==> config.mk <==
export PLATFORM = sky130hd
export DESIGN_NAME = rsa_block_splitter_flat
export DESIGN_NICKNAME = d
export VERILOG_FILES = /design/src/rtl/rsa_pkg.sv /design/src/rtl/rsa_block_splitter_if.sv /design/src/rtl/rsa_msb_index.sv /design/src/rtl/rsa_block_splitter.sv /design/src/flat_wrapper.sv
export SDC_FILE = /design/constraint.sdc
export NUM_CORES = 1
export LEC_CHECK = 0
export CAP_MARGIN = 25
export CELL_PAD_IN_SITES_DETAIL_PLACEMENT = 0
export CELL_PAD_IN_SITES_GLOBAL_PLACEMENT = 1
export CORE_ASPECT_RATIO = 0.75
export CORE_MARGIN = 2
export CORE_UTILIZATION = 45
export DETAILED_ROUTE_END_ITERATION = 16
export GPL_ROUTABILITY_DRIVEN = 0
export GPL_TIMING_DRIVEN = 0
export HOLD_SLACK_MARGIN = 0.03
export PLACE_DENSITY_LB_ADDON = 0.15
export SYNTH_ARGS = -nofsm -noshare
export SYNTH_HDL_FRONTEND = slang
export SYNTH_SLANG_ARGS = --single-unit
==> constraint.sdc <==
create_clock -name clk -period 6.7 [get_ports clk]
set_input_delay 1.34 -clock clk [delete_from_list [all_inputs] [get_ports clk]]
set_output_delay 1.34 -clock clk [all_outputs]
set_load 0.005 [all_outputs]
==> src/rtl/rsa_pkg.sv <==
// Shared definitions for the RSA datapath: default widths and the block splitter state encoding.
package rsa_pkg;

    localparam int DEF_MSG_W = 65;
    localparam int DEF_N_W   = 8;

    typedef enum logic [1:0] {
        IDLE = 2'd0,
        CALC = 2'd1,
        EMIT = 2'd2
    } splitter_state_t;

endpackage

==> src/rtl/rsa_block_splitter_if.sv <==
// Handshake bundles around the block splitter: plaintext word intake and block stream to the encryptor.
interface rsa_msg_if #(
    parameter int MSG_W = rsa_pkg::DEF_MSG_W,
    parameter int N_W   = rsa_pkg::DEF_N_W
);
    logic             msg_valid;
    logic             msg_ready;
    logic [MSG_W-1:0] msg_data;
    logic [N_W-1:0]   n;

    modport master (output msg_valid, output msg_data, output n, input msg_ready);
    modport slave  (input msg_valid, input msg_data, input n, output msg_ready);
endinterface

interface rsa_blk_if #(
    parameter int MSG_W = rsa_pkg::DEF_MSG_W,
    parameter int N_W   = rsa_pkg::DEF_N_W
);
    logic                     blk_valid;
    logic                     blk_ready;
    logic [N_W-1:0]           blk_data;
    logic [$clog2(MSG_W)-1:0] blk_idx;
    logic                     blk_last;

    modport master (output blk_valid, output blk_data, output blk_idx, output blk_last, input blk_ready);
    modport slave  (input blk_valid, input blk_data, input blk_idx, input blk_last, output blk_ready);
endinterface

==> src/rtl/rsa_msb_index.sv <==
// Priority encoder: position of the most significant set bit of value, plus a flag for value == 0.
module rsa_msb_index #(
    parameter int W = 8
) (
    input  logic [W-1:0]         value,
    output logic [$clog2(W)-1:0] msb,
    output logic                 zero
);

    localparam int IDX_W = $clog2(W);

    // Scan upward so the highest set bit is the last one written.
    always_comb begin
        msb  = {IDX_W{1'b0}};
        zero = 1'b1;
        for (int i = 0; i < W; i++) begin
            if (value[i]) begin
                msb  = IDX_W'(i);
                zero = 1'b0;
            end else begin
                msb  = msb;
                zero = zero;
            end
        end
    end

endmodule

==> src/rtl/rsa_block_splitter.sv <==
// Slices a wide plaintext word LSB-first into k = floor(log2 n) bit blocks, each strictly below n,
// and streams them to the encryptor; degenerate moduli (n < 2) are dropped with an error pulse.
module rsa_block_splitter
    import rsa_pkg::*;
#(
    parameter int MSG_W = DEF_MSG_W,
    parameter int N_W   = DEF_N_W
) (
    input  logic         clk,
    input  logic         rst,
    rsa_msg_if.slave     msg,
    rsa_blk_if.master    blk,
    output logic         busy,
    output logic         err
);

    localparam int K_W   = $clog2(N_W);
    localparam int IDX_W = $clog2(MSG_W);
    localparam int REM_W = $clog2(MSG_W + 1);

    splitter_state_t  state_r, state_s;
    logic [MSG_W-1:0] shreg_r, shreg_s;
    logic [N_W-1:0]   n_r, n_s;
    logic [REM_W-1:0] rem_r, rem_s;
    logic [K_W-1:0]   k_r, k_s;
    logic             msg_ready_r, msg_ready_s;
    logic             blk_valid_r, blk_valid_s;
    logic [N_W-1:0]   blk_data_r, blk_data_s;
    logic [IDX_W-1:0] blk_idx_r, blk_idx_s;
    logic             blk_last_r, blk_last_s;
    logic             busy_r, busy_s;
    logic             err_r, err_s;

    logic [K_W-1:0]   msb_s;
    logic             n_zero_s;
    logic [MSG_W-1:0] shreg_next_s;
    logic [REM_W-1:0] rem_next_s;

    function automatic logic [REM_W-1:0] widen_k(input logic [K_W-1:0] k);
        return REM_W'(k);
    endfunction

    // Keeps only the k low bits; k <= N_W-1 so the block is always below any n with MSB at k.
    function automatic logic [N_W-1:0] low_bits(input logic [MSG_W-1:0] word, input logic [K_W-1:0] k);
        logic [N_W-1:0] mask;
        mask = (N_W'(1) << k) - N_W'(1);
        return word[N_W-1:0] & mask;
    endfunction

    rsa_msb_index #(.W(N_W)) u_msb_index (
        .value (n_r),
        .msb   (msb_s),
        .zero  (n_zero_s)
    );

    assign shreg_next_s = shreg_r >> k_r;
    assign rem_next_s   = rem_r - widen_k(k_r);

    // Next-state and next-output logic; registers hold unless a transition updates them.
    always_comb begin
        state_s     = state_r;
        shreg_s     = shreg_r;
        n_s         = n_r;
        rem_s       = rem_r;
        k_s         = k_r;
        msg_ready_s = 1'b0;
        blk_valid_s = blk_valid_r;
        blk_data_s  = blk_data_r;
        blk_idx_s   = blk_idx_r;
        blk_last_s  = blk_last_r;
        busy_s      = busy_r;
        err_s       = 1'b0;
        case (state_r)
            IDLE: begin
                msg_ready_s = 1'b1;
                if (msg.msg_valid && msg_ready_r) begin
                    shreg_s     = msg.msg_data;
                    n_s         = msg.n;
                    rem_s       = REM_W'(MSG_W);
                    busy_s      = 1'b1;
                    msg_ready_s = 1'b0;
                    state_s     = CALC;
                end else begin
                    state_s = IDLE;
                end
            end
            CALC: begin
                if (n_zero_s || (msb_s == {K_W{1'b0}})) begin
                    err_s       = 1'b1;
                    busy_s      = 1'b0;
                    msg_ready_s = 1'b1;
                    state_s     = IDLE;
                end else begin
                    k_s         = msb_s;
                    blk_idx_s   = {IDX_W{1'b0}};
                    blk_valid_s = 1'b1;
                    blk_data_s  = low_bits(shreg_r, msb_s);
                    blk_last_s  = (rem_r <= widen_k(msb_s));
                    state_s     = EMIT;
                end
            end
            EMIT: begin
                if (blk.blk_ready && blk_valid_r) begin
                    if (blk_last_r) begin
                        blk_valid_s = 1'b0;
                        blk_data_s  = {N_W{1'b0}};
                        blk_idx_s   = {IDX_W{1'b0}};
                        blk_last_s  = 1'b0;
                        busy_s      = 1'b0;
                        msg_ready_s = 1'b1;
                        state_s     = IDLE;
                    end else begin
                        // Present the following block directly so the stream has no bubble.
                        shreg_s    = shreg_next_s;
                        rem_s      = rem_next_s;
                        blk_idx_s  = blk_idx_r + IDX_W'(1);
                        blk_data_s = low_bits(shreg_next_s, k_r);
                        blk_last_s = (rem_next_s <= widen_k(k_r));
                    end
                end else begin
                    state_s = EMIT;
                end
            end
            default: begin
                blk_valid_s = 1'b0;
                busy_s      = 1'b0;
                state_s     = IDLE;
            end
        endcase
    end

    // State and registered-output storage; reset abandons any word in flight.
    always_ff @(posedge clk or posedge rst) begin
        if (rst) begin
            state_r     <= IDLE;
            shreg_r     <= {MSG_W{1'b0}};
            n_r         <= {N_W{1'b0}};
            rem_r       <= {REM_W{1'b0}};
            k_r         <= {K_W{1'b0}};
            msg_ready_r <= 1'b0;
            blk_valid_r <= 1'b0;
            blk_data_r  <= {N_W{1'b0}};
            blk_idx_r   <= {IDX_W{1'b0}};
            blk_last_r  <= 1'b0;
            busy_r      <= 1'b0;
            err_r       <= 1'b0;
        end else begin
            state_r     <= state_s;
            shreg_r     <= shreg_s;
            n_r         <= n_s;
            rem_r       <= rem_s;
            k_r         <= k_s;
            msg_ready_r <= msg_ready_s;
            blk_valid_r <= blk_valid_s;
            blk_data_r  <= blk_data_s;
            blk_idx_r   <= blk_idx_s;
            blk_last_r  <= blk_last_s;
            busy_r      <= busy_s;
            err_r       <= err_s;
        end
    end

    assign msg.msg_ready = msg_ready_r;
    assign blk.blk_valid = blk_valid_r;
    assign blk.blk_data  = blk_data_r;
    assign blk.blk_idx   = blk_idx_r;
    assign blk.blk_last  = blk_last_r;
    assign busy          = busy_r;
    assign err           = err_r;

endmodule

==> src/flat_wrapper.sv <==
// flat-port wrapper written by rule: the top's interface ports become plain ports
module rsa_block_splitter_flat import rsa_pkg::*;
#(
    parameter int MSG_W = DEF_MSG_W,
    parameter int N_W   = DEF_N_W
)
  (clk, rst, busy, err, msg_msg_valid, msg_msg_data, msg_n, msg_msg_ready, blk_blk_valid, blk_blk_data, blk_blk_idx, blk_blk_last, blk_blk_ready);
  rsa_msg_if #(.MSG_W(MSG_W), .N_W(N_W)) msg_i ();
  rsa_blk_if #(.MSG_W(MSG_W), .N_W(N_W)) blk_i ();
  input  logic clk;
  input  logic rst;
  output logic busy;
  output logic err;
  input wire logic [$bits(msg_i.msg_valid)-1:0] msg_msg_valid;
  input wire logic [$bits(msg_i.msg_data)-1:0] msg_msg_data;
  input wire logic [$bits(msg_i.n)-1:0] msg_n;
  output wire logic [$bits(msg_i.msg_ready)-1:0] msg_msg_ready;
  output wire logic [$bits(blk_i.blk_valid)-1:0] blk_blk_valid;
  output wire logic [$bits(blk_i.blk_data)-1:0] blk_blk_data;
  output wire logic [$bits(blk_i.blk_idx)-1:0] blk_blk_idx;
  output wire logic [$bits(blk_i.blk_last)-1:0] blk_blk_last;
  input wire logic [$bits(blk_i.blk_ready)-1:0] blk_blk_ready;
  assign msg_i.msg_valid = msg_msg_valid;
  assign msg_i.msg_data = msg_msg_data;
  assign msg_i.n = msg_n;
  assign msg_msg_ready = msg_i.msg_ready;
  assign blk_blk_valid = blk_i.blk_valid;
  assign blk_blk_data = blk_i.blk_data;
  assign blk_blk_idx = blk_i.blk_idx;
  assign blk_blk_last = blk_i.blk_last;
  assign blk_i.blk_ready = blk_blk_ready;
  rsa_block_splitter #(.MSG_W(MSG_W), .N_W(N_W)) u_core (.clk(clk), .rst(rst), .msg(msg_i), .blk(blk_i), .busy(busy), .err(err));
endmodule
# --- Word level (Yosys, flattened, before mapping) ---
# Cells that the tools add are included.
word_totals:
  ff_bits: 105
  in_bits: 77
  output_inout_bits: 20
  word_cells: 100
classes:
  addsub: 4
  n_lt_le_gt_ge: 2
  eq_ne: 9
  shifts: 3
  n_mux: 53
  bitwise: 4
  n_reduce_logical: 13
ops:
  columns: ["op", "count"]
  rows:
  - ["$mux W65", 3]
  - ["$pmux W65 S2", 1]
  - ["$shr A65 B3 Y65", 1]
  - ["$mux W7", 6]
  - ["$pmux W7 S2", 2]
  - ["$mux W8", 3]
  - ["$mux W1", 23]
  - ["$mux W3", 6]
  - ["$and A8 B8 Y8", 2]
  - ["$pmux W8 S2", 1]
  - ["$shl A1 B3 Y8 const A", 2]
  - ["$sub A8 B2 Y8 const B", 2]
  - ["$le A7 B3 Y1", 2]
  - ["$reduce_and A4 Y1", 3]
  - ["$pmux W1 S3", 3]
  - ["$ne A2 B1 Y1 const B", 4]
  - ["$add A7 B1 Y7 const B", 1]
  - ["$sub A7 B3 Y7", 1]
  - ["$mux W2", 3]
  - ["$pmux W2 S3", 1]
  - ["$ne A2 B2 Y1 const B", 2]
  - ["$reduce_and A2 Y1", 2]
  - ["$reduce_bool A2 Y1", 2]
  - ["$logic_not A3 Y1", 1]
  - ["9 further kinds", 11]

# --- Longest topological paths before layout ---
# Gate-level depths: netlist (run 1).
depth:
  word_depth: 12
  ltp_mapped: 10
  ltp_nobuf: 10

# --- Modules after synthesis ---
# From an unflattened synthesis (run 1), not the netlist that was laid out.
hier_totals:
  hier_cells: 778
  area_unflattened_um2: 7444.6
modules_own_cells:
  columns: ["module", "instances", "cells_each", "area_each_um2", "seq_area_each_um2"]
  rows:
  - ["rsa_block_splitter", 1, 767, 7377.1, 2627.5]
  - ["rsa_msb_index", 1, 11, 67.6, 0.0]

# --- Worst setup path after synthesis (run 1) ---
# Ideal clock, no wire load.
synth_timing:
  path_type: "flip-flop to flip-flop"
  startpoint: "register u_core.k_r[1]"
  endpoint: "register u_core.blk_last_r (netlist: u_core.blk.blk_last)"
  setup_ps: 82
  t_arrival_ps: 2634
  required_time_ps: 6618
  slack_ps: 3985
  stages_incl_launch_ff: 11
  n_path_buf: 2
  cell_sequence: "dfrtp_1 clkbuf_1 clkbuf_1 inv_1 fa_1 ha_1 nor2b_1 o21a_1 o21ai_0 o2111ai_1 a31oi_1"
synth_via:
  elab_chain_cells: 5
synth_lines:
  columns: ["item", "line", "rtl"]
  rows:
  - ["start, declared", "rsa_block_splitter.sv:25", "logic [K_W-1:0] k_r, k_s;"]
  - ["start signal, assigned", "rsa_block_splitter.sv:139", "k_r <= {K_W{1'b0}};"]
  - ["start signal, assigned", "rsa_block_splitter.sv:152", "k_r <= k_s;"]
  - ["$sub A7 B3 Y7", "rsa_block_splitter.sv:57", "assign rem_next_s = rem_r - widen_k(k_r);"]
  - ["$le A7 B3 Y1 (*)", "rsa_block_splitter.sv:118", "blk_last_s = (rem_next_s <= widen_k(k_r));"]
  - ["$mux W1 (*)", "rsa_block_splitter.sv:104", "if (blk_last_r) begin"]
  - ["$mux W1 (*)", "rsa_block_splitter.sv:103", "if (blk.blk_ready && blk_valid_r) begin"]
  - ["$pmux W1 S2 (*)", "rsa_block_splitter.sv:73", "case (state_r)"]
  - ["end signal, assigned", "rsa_block_splitter.sv:157", "blk_last_r <= blk_last_s;"]
  - ["end, declared", "rsa_block_splitter.sv:30", "logic blk_last_r, blk_last_s;"]
# Every way passes the cells marked *; elsewhere a longest branch is shown, timed or not. The select of a mux whose other input is x is not followed.
# A chain may end at the register's enable or synchronous reset.

# --- Worst setup path in the final report (run 1) ---
# Ends and elaborated chain as after synthesis.

==> results.txt, run 1 <==
The flow ran to the end, and the final reports show no timing, DRC or antenna violations. The run gives 6,652 as the overall via count from detail_route. For the finished layout, the period the worst path requires is 3420 ps.

The post-CTS setup buffer count is 0, and the delay of the slowest cell on the worst path is 600 ps. For the number of instances in the synthesized netlist, the log shows 793. Endpoint type of the worst setup path: a flop. The run gives 0.0159 mm^2 as the area of the placeable core. TritonCTS built the clock tree. The detailed-route wire length per cell works out to 19.1 um. The logs give 3 for the maximum level of the CTS H-tree and 10.7 ps for the largest clock skew in the final design.

After filler insertion, the fill cell instance count of the layout stands at 1,422. Proportion of register bits with asynchronous set or reset after synthesis: 1.00. The post-place instance area is 0.00845 mm^2. In this run the critical register-to-register path is launched from u_core.k_r[1]. The final clock period utilization by the worst path came out at 0.511. The most area-hungry cell type in the Yosys netlist is sky130_fd_sc_hd__dfrtp_1. Ranked by total cell area, the synthesized netlist is headed by sky130_fd_sc_hd__dfrtp_1 36%, sky130_fd_sc_hd__mux4_2 17%, sky130_fd_sc_hd__nand2_1 9.7%. The number of cells on the worst hold path works out to 1.

The area share of the largest cell type after synthesis works out to 0.361. The clock transition at the register clock pins on the worst setup and hold paths after CTS is 80 ps, and the max-capacitance violation count is 0. Layout overhead on the synthesized area: 21.5%. Switching share of power: 0.460. The first global-routing pass estimated 33,900 um of wire.

For the combinational group share of total power, the log shows 0.601. The commonest cells after synthesis are 187 x sky130_fd_sc_hd__nand2_1, 132 x sky130_fd_sc_hd__o21ai_0, 104 x sky130_fd_sc_hd__dfrtp_1. Summed over all layers, the routed wires come to 21,300 um. Predominant post-synthesis flop cell: sky130_fd_sc_hd__dfrtp_1. Tightest slew margin relative to the limit: 0.471. For this design, the slowest cell found on the critical path is sky130_fd_sc_hd__clkbuf_1. The share of synthesized area occupied by flip-flops and latches is 0.361.

The clock tree root driver cell is sky130_fd_sc_hd__clkbuf_16. Setup repair after global routing left no endpoint under its margin. The logs give 0 for the hold-fix buffer count after cts and 3280 ps for the minimum setup slack among reg-to-reg paths.

0 antenna diodes ended up in the layout. For the area of all placed cells without fillers, the log shows 0.00876 mm^2. The run gives 0 as the count of yosys warnings during synthesis.

The cell family contributing the most delay on the critical path is buffers and inverters. The timing endpoint of the critical path was u_core.blk.blk_last. In this run the power spent charging and discharging nets is 2080 uW. For the number of iterations in the first detailed-routing pass, the log shows 7.

The maximum frequency from static timing analysis was 292 MHz. Counting every sink on the clock net gives 104. STA classifies the critical path startpoint as a flop.

The fraction of layout cells with a size suffix above 1 is 0.125. The core utilization of the finished layout is 0.552. The setup path with the least slack is of type reg2reg. Entering global routing, the biggest net connects 56 pins. Once detail routing completed, the nets flagged for antenna violations numbered 0. The total routing usage reported by global routing is 0.255, and the via density per instance is 5.97. The run gives 0.124 as the share of power burned in the clock network. The number of different library cells in the post-synthesis netlist is 63, and the residual overflow from global routing is 0. Among the stages of the critical path, the cell type that occurs most often is sky130_fd_sc_hd__clkbuf_1. The tightest hold path in the finished design has a slack of 488 ps. The tools report the critical path launch point as u_core.k_r[1].

The logs give 0 for the final count of hold timing violations and 0.454 for the starting utilization of the core area. Walking the worst path, the cells encountered are clkbuf_1, clkbuf_1, inv_1, fa_1, ha_1, nor2b_1, o21a_1, o21ai_0, o2111ai_1, a31oi_1. The initial antenna violation count was 0. The number of flip-flops and latches in the synthesized netlist was 104; the data required time of the worst path was 6980 ps. The run gives 0.276 as the sequential power share. The residual DRC count was 0.

For this design the ratio of total power to cell area is 517 mW/mm^2. In this run the static leakage power is 0.00351 uW. OpenSTA, run right after detailed placement, puts the worst setup slack at 3010 ps. The y dimension of the die was 114 um. The run gives 3280 ps as the worst-case setup margin in the final layout. The run gives 0.0171 mm^2 as the area of the die. The run gives 360 ps as the worst-skew pair later-pin latency.

The internal power of the cells totals 2450 uW. The mean post-synth cell area was 9.09 um^2; the total buffers and inverters traversed by the critical path was 3. Data on the critical path arrives at its endpoint at 3700 ps. Along the worst path, the maximum fanout reaches 10. Number of endpoints failing setup at the final stage: 0.

The worst hold path begins at u_core.blk.blk_idx[6]. The final sum of negative setup slack came out at 0 ps. Yosys mapped a number of flops with a built-in enable equal to 0. The actual transition at the worst max-transition pin was 790 ps; the count of cells resized by post-cts repair was 0.

Input and output buffers added on the ports amount to 95. Measured along the x axis, the die boundary spans 150 um. The max-slew violation count was 0; the HPWL reported at the end of detailed placement was 15,700 um. In this run, CTS created clock tree buffers numbering 9.

The maximum count of clock buffers along a single path was 2; the number of DRC violations after detailed-routing iteration 0 was 539. The top-level I/O count came out at 97. In the final design database the tool counted 988 nets.

The maximum ir drop on the vdd rail is 0.161 mV. The tightest min-delay check is of the reg2reg type. The floorplan has 40 rows. The number of global-route vias before repair was 6,283.

In the post-synthesis netlist, the cell with the most instances is sky130_fd_sc_hd__nand2_1. The count of cell instances traversed by the critical path came out at 10. The number of nets handed over by synthesis was 881. The worst register-to-register path ends at u_core.blk.blk_last.

Post-synth design cell area: 0.00721 mm^2. The number of cells on the worst reg-to-reg path was 10.
==> state kept, by name, indices dropped and copies added (netlist names) <==
register and flops:
u_core.shreg_r 65, u_core.blk.blk_data 8, u_core.blk.blk_idx 7, u_core.n_r 7, u_core.rem_r 7, u_core.k_r 3, u_core.state_r 2, u_core.blk.blk_last 1
u_core.blk.blk_valid 1, u_core.busy 1, u_core.err 1, u_core.msg.msg_ready 1
==> layout by cell type (no fill, tap or decap), types with 2 or more instances in the layout <==
master / count
sky130_fd_sc_hd__o211ai_1: 9
sky130_fd_sc_hd__buf_6: 3
sky130_fd_sc_hd__o21ai_1: 11
sky130_fd_sc_hd__dfrtp_1: 104
sky130_fd_sc_hd__clkbuf_1: 41
sky130_fd_sc_hd__clkbuf_8: 4
sky130_fd_sc_hd__buf_2: 9
sky130_fd_sc_hd__a32o_1: 2
sky130_fd_sc_hd__clkinvlp_4: 2
sky130_fd_sc_hd__clkdlybuf4s50_1: 95
sky130_fd_sc_hd__inv_1: 9
sky130_fd_sc_hd__a211oi_1: 3
sky130_fd_sc_hd__nand2_1: 187
sky130_fd_sc_hd__a221oi_1: 4
sky130_fd_sc_hd__buf_1: 6
sky130_fd_sc_hd__mux4_2: 54
sky130_fd_sc_hd__nor2_1: 36
sky130_fd_sc_hd__mux2_2: 11
sky130_fd_sc_hd__and2b_2: 2
sky130_fd_sc_hd__xor2_1: 4
sky130_fd_sc_hd__a31oi_1: 7
sky130_fd_sc_hd__a21oi_1: 16
sky130_fd_sc_hd__nor3_1: 4
sky130_fd_sc_hd__nand3_1: 55
sky130_fd_sc_hd__and3_1: 2
sky130_fd_sc_hd__mux2i_1: 10
sky130_fd_sc_hd__o31ai_1: 2
sky130_fd_sc_hd__o21ai_0: 132
sky130_fd_sc_hd__ha_1: 10
sky130_fd_sc_hd__clkbuf_16: 9
sky130_fd_sc_hd__buf_4: 2
sky130_fd_sc_hd__nor2b_1: 5
sky130_fd_sc_hd__a21o_1: 5
sky130_fd_sc_hd__o21a_1: 5
sky130_fd_sc_hd__a32oi_1: 2
sky130_fd_sc_hd__nand3b_1: 5
sky130_fd_sc_hd__a22o_1: 3
==> worst min path at each step <==
stage	end	slack (ps)
floorplan	u_core.shreg_r[10]	470
global placement	u_core.blk.blk_data[7]	470
detailed placement	u_core.blk.blk_idx[6]	480
CTS	u_core.blk.blk_idx[6]	490
global route	u_core.blk.blk_data[7]	530
finish	u_core.blk.blk_idx[6]	490
==> layer usage <==
| layer | vias to the layer above | global-route usage | share of wire |
|---|---|---|---|
| met3 | 14 | 0.0628 | 0.086 |
| met2 | 277 | 0.366 | 0.43 |
| met5 | - | 0 | 0 |
| li1 | 3097 | - | - |
| met1 | 3264 | 0.399 | 0.48 |
| met4 | 0 | 0.0415 | 0.0068 |
==> area by class of cell <==
| cell class | count | area (um^2) | area share |
|---|---|---|---|
| plain buffers | 64 | 312 | 0.0356 |
| clock buffers | 10 | 239 | 0.0273 |
| clock inverters | 6 | 67.6 | 0.00771 |
| inverters | 10 | 40.0 | 0.00457 |
| multi-input cells | 615 | 4260 | 0.486 |
| flip-flops and latches | 104 | 2600 | 0.297 |
| well taps | 210 | 263 | 0.0300 |
| repair buffers | 96 | 978 | 0.112 |
==> through the flow <==
stage	power [uW]	instances
2_1_floorplan	3160	793
3_3_place_gp	3850	1098
3_5_place_dp	3930	1099
4_1_cts	4500	1115
5_1_grt	4880	1115
6_report	4530	1115
==> worst reg2reg max path, cell delays in order, from the launching register on <==
cell,delay [ps]
sky130_fd_sc_hd__dfrtp_1,350
sky130_fd_sc_hd__clkbuf_1,600
sky130_fd_sc_hd__clkbuf_1,500
sky130_fd_sc_hd__inv_1,210
sky130_fd_sc_hd__fa_1,600
sky130_fd_sc_hd__ha_1,240
sky130_fd_sc_hd__nor2b_1,140
sky130_fd_sc_hd__o21a_1,160
sky130_fd_sc_hd__o21ai_0,180
sky130_fd_sc_hd__o2111ai_1,190
sky130_fd_sc_hd__a31oi_1,190
==> cells by family (layout without fill, tap and decap cells) <==
group / after synthesis / in the layout / share of synthesized area
XOR/XNOR: 4 / 4 / 0.00486
AND/OR/NAND/NOR: 307 / 307 / 0.183
multiplexers: 76 / 76 / 0.203
AO/OA/AOI/OAI: 217 / 217 / 0.179
flip-flops: 104 / 104 / 0.361
adder cells (fa/ha/maj): 11 / 11 / 0.0201
buffers and inverters: 74 / 186 / 0.0484
==> power groups by stage <==
stage	logic (uW)	clock network, uW	registers (uW)
after CTS	2700	569	1240
after global routing	3000	593	1290
after floorplan	2020	0	1130
after detailed placement	2680	0	1240
after global placement	2630	0	1230
final	2720	560	1250
No activity file was read; power rests on OpenSTA's default activity.
==> run 2: changes to the inputs <==
- CORE_UTILIZATION: 45 -> 39
- clock period: 6.7 -> 3 ns (I/O delays scaled with it)
==> run 2 against run 1 <==
  * Sequential share of layout area fell by 0.20 points
  * Utilization fell by 7.0 points
  * Via count rose by 1.1%
  * Non-clock buffer count fell by 1
  * Clock skew fell by 0.97 ps
  * Count of clock-buffer cells in the layout rose by 1
  * Clock power rose by 130%
==> results.txt, run 2 (synthesized netlist as in run 1, its figures left out) <==
The delay of the slowest cell on the worst path came out at 550 ps (was 600 ps). For the wire length of the first global-routing pass, the log shows 36,100 um (was 33,900 um). Critical path class: reg2reg (unchanged).

The logs give 6,726 (was 6,652) for the overall via count from detail_route and 0.00352 uW (was 0.00351 uW) for the leakage power figure. The layout overhead on the synthesized area works out to 22.4% (was 21.5%). The areal power density over the cells came out at 1160 mW/mm^2 (was 517 mW/mm^2). For the number of clock sinks, the log shows 104 (unchanged).

The net total in the final layout is 987 (was 988), and the HPWL reported at the end of detailed placement is 16,500 um (was 15,700 um). The actual transition at the worst max-transition pin came out at 804 ps (was 790 ps). The residual DRC count came out at 0 (unchanged). The area of the placeable core is 0.0183 mm^2 (was 0.0159 mm^2). The max-slew violation count is 0 (unchanged), and the number of global-route vias before repair is 6,474 (was 6,283). Fraction of layout cells with a size suffix above 1: 0.126 (was 0.125).

The maximum ir drop on the vdd rail was 0.414 mV (was 0.161 mV). The arrival time of data at the critical path endpoint came out at 3110 ps (was 3700 ps). Kind of cell with the highest combined delay on the critical path: adder cells (was buffers and inverters). The total of buffers placed on input and output ports was 95 (unchanged). The minimum setup slack among reg-to-reg paths came out at 180 ps (was 3280 ps). The flow ran to the end, and the final reports show no timing, DRC or antenna violations. Initial antenna violation count: 0 (unchanged). The logs give 1,151 (was 1,115) for the number of cells in the finished layout apart from fillers and 97 (unchanged) for the top-level I/O count. The largest clock skew in the final design was 9.75 ps (was 10.7 ps). The detailed-route wire length per cell works out to 19.6 um (was 19.1 um). Maximum count of clock buffers along a single path: 2 (unchanged). The max-capacitance violation count was 0 (unchanged); the maximum level of the CTS H-tree was 3 (unchanged). The number of endpoints failing setup at the final stage was 0 (unchanged).

The number of standard-cell rows in the floorplan came out at 43 (was 40). The via density per instance is 5.84 (was 5.97), and the residual overflow from global routing is 0 (unchanged). The tools report the startpoint type of the worst setup path as a flop (unchanged). The data required time of the worst path is 3290 ps (was 6980 ps).

The y dimension of the die came out at 122 um (was 114 um). The die width was 161 um (was 150 um); the post-detailed-route count of antenna-violating nets was 0 (unchanged). The logs give 0.394 (was 0.454) for the starting utilization of the core area and 476 ps (was 488 ps) for the worst hold-check slack.

The overall power consumption came out at 10,200 uW (was 4530 uW). The number of iterations in the first detailed-routing pass is 5 (was 7). The logs give 0.462 (was 0.471) for the tightest slew margin relative to the limit and 0 ps (unchanged) for the final sum of negative setup slack.

The tools report the area of the die as 0.0196 mm^2 (was 0.0171 mm^2). The commonest non-fill, non-tap cell in the layout is sky130_fd_sc_hd__nand2_1 (unchanged). The register ranked first by flip-flop count is u_core.shreg_r (unchanged).

The biggest fanout along the worst timing path is 11 (was 10), and the count of cells resized by post-cts repair is 1 (was 0). The total buffers and inverters traversed by the critical path is 2 (was 3), and the final clock period utilization by the worst path is 0.941 (was 0.511). The core utilization of the finished layout was 0.482 (was 0.552). Leading cell types in the layout, fill and taps excluded: 187 x sky130_fd_sc_hd__nand2_1, 132 x sky130_fd_sc_hd__o21ai_0, 103 x sky130_fd_sc_hd__dfrtp_1 (was 187 x sky130_fd_sc_hd__nand2_1, 132 x sky130_fd_sc_hd__o21ai_0, 104 x sky130_fd_sc_hd__dfrtp_1).

The class of the worst hold path was reg2reg (unchanged). The worst-path cell with the longest stage delay was sky130_fd_sc_hd__dfrtp_2 (was sky130_fd_sc_hd__clkbuf_1). The worst-skew pair later-pin latency is 360 ps (about the same). Count of inserted antenna diode cells: 0 (unchanged). Series of cell instances along the critical path: buf_2, inv_1, fa_1, xor2_1, ha_1, o21a_1, o21ai_0, o2111ai_1, a31oi_1 (was clkbuf_1, clkbuf_1, inv_1, fa_1, ha_1, nor2b_1, o21a_1, o21ai_0, o2111ai_1, a31oi_1). The flip-flop count of the largest register, all copies and words added is 65 (unchanged), and the total detailed-routing wirelength is 22,500 um (was 21,300 um). The tools report the largest net degree at the start of global routing as 41 (was 56). The number of clock buffers inserted by TritonCTS was 9 (unchanged); the hold-fix buffer count after cts was 0 (unchanged).

The minimum period implied by the final worst setup slack is 2820 ps (was 3420 ps). TritonCTS built the clock tree. Post-CTS setup buffer count: 0 (unchanged). The run gives 1,755 (was 1,422) as the filler cell count in the final layout. The run gives 1,137 (was 1,099) as the number of cells in the design after placement. Clock tree root driver cell: sky130_fd_sc_hd__clkbuf_16 (unchanged). For the maximum frequency from static timing analysis, the log shows 354 MHz (was 292 MHz). The logs give 0 (unchanged) for the final count of hold timing violations and 683 (was 539) for the number of DRC violations after detailed-routing iteration 0.

The endpoint type of the worst setup path was a flop (unchanged). Setup repair after global routing left no endpoint under its margin. The tools report the total routing usage reported by global routing as 0.237 (was 0.255). The clock transition at the register clock pins on the worst setup and hold paths after CTS works out to 80 ps (about the same).
## run 2: cell count changes in the layout (fill, tap and decap cells not counted), sizes merged
cell / previous run / this run
buf: 21 / 23
clkbuf: 54 / 52
inv: 11 / 9
bufinv: 1 / 2
## run 2: final timing paths
check,startpoint,endpoint,depth (start not counted)
hold reg to reg,u_core.blk.blk_idx[6],u_core.blk.blk_idx[6],1
min in group asynchronous,rst,u_core.n_r[5],2
setup / recovery,u_core.k_r[1],u_core.blk.blk_last,9
max in group asynchronous,rst,u_core.shreg_r[9],3
hold / removal,u_core.blk.blk_idx[6],u_core.blk.blk_idx[6],1
setup reg to reg,u_core.k_r[1],u_core.blk.blk_last,9
## run 2: area by class of cell
type | instances | area, um^2 | area share
clock buffers | 11 | 233 | 0.0264
repair buffers | 97 | 991 | 0.112
plain buffers | 62 | 305 | 0.0346
flip-flops and latches | 104 | 2600 | 0.295
clock inverters | 5 | 81.3 | 0.00922
well taps | 247 | 309 | 0.0350
multi-input cells | 615 | 4260 | 0.483
inverters | 10 | 41.3 | 0.00468
## run 2: power by group
| group | internal [uW] | leakage, uW | switching (uW) |
|---|---|---|---|
| clock | 734 | 0.000150 | 567 |
| sequential | 2030 | 0.00128 | 833 |
| combinational | 2770 | 0.00209 | 3310 |
| total | 5530 | 0.00352 | 4710 |
## run 2: per-stage QoR
| stage | setup slack, ps | cell area, um^2 |
|---|---|---|
| 6_report | 176 | 8820 |
| 5_1_grt | 26.6 | 8820 |
| 4_1_cts | 42.9 | 8830 |
| 3_5_place_dp | -355 | 8510 |
| 3_3_place_gp | -268 | 8470 |
| 2_1_floorplan | 285 | 7210 |
## run 2: metal layers
layer  wire [um]  up-vias  global-route usage
met4         323        0              0.0541
met5           0        -                   0
met3        1720       24              0.0497
met1       10900     3296               0.371
met2        9580      306               0.333
li1            -     3100                   -
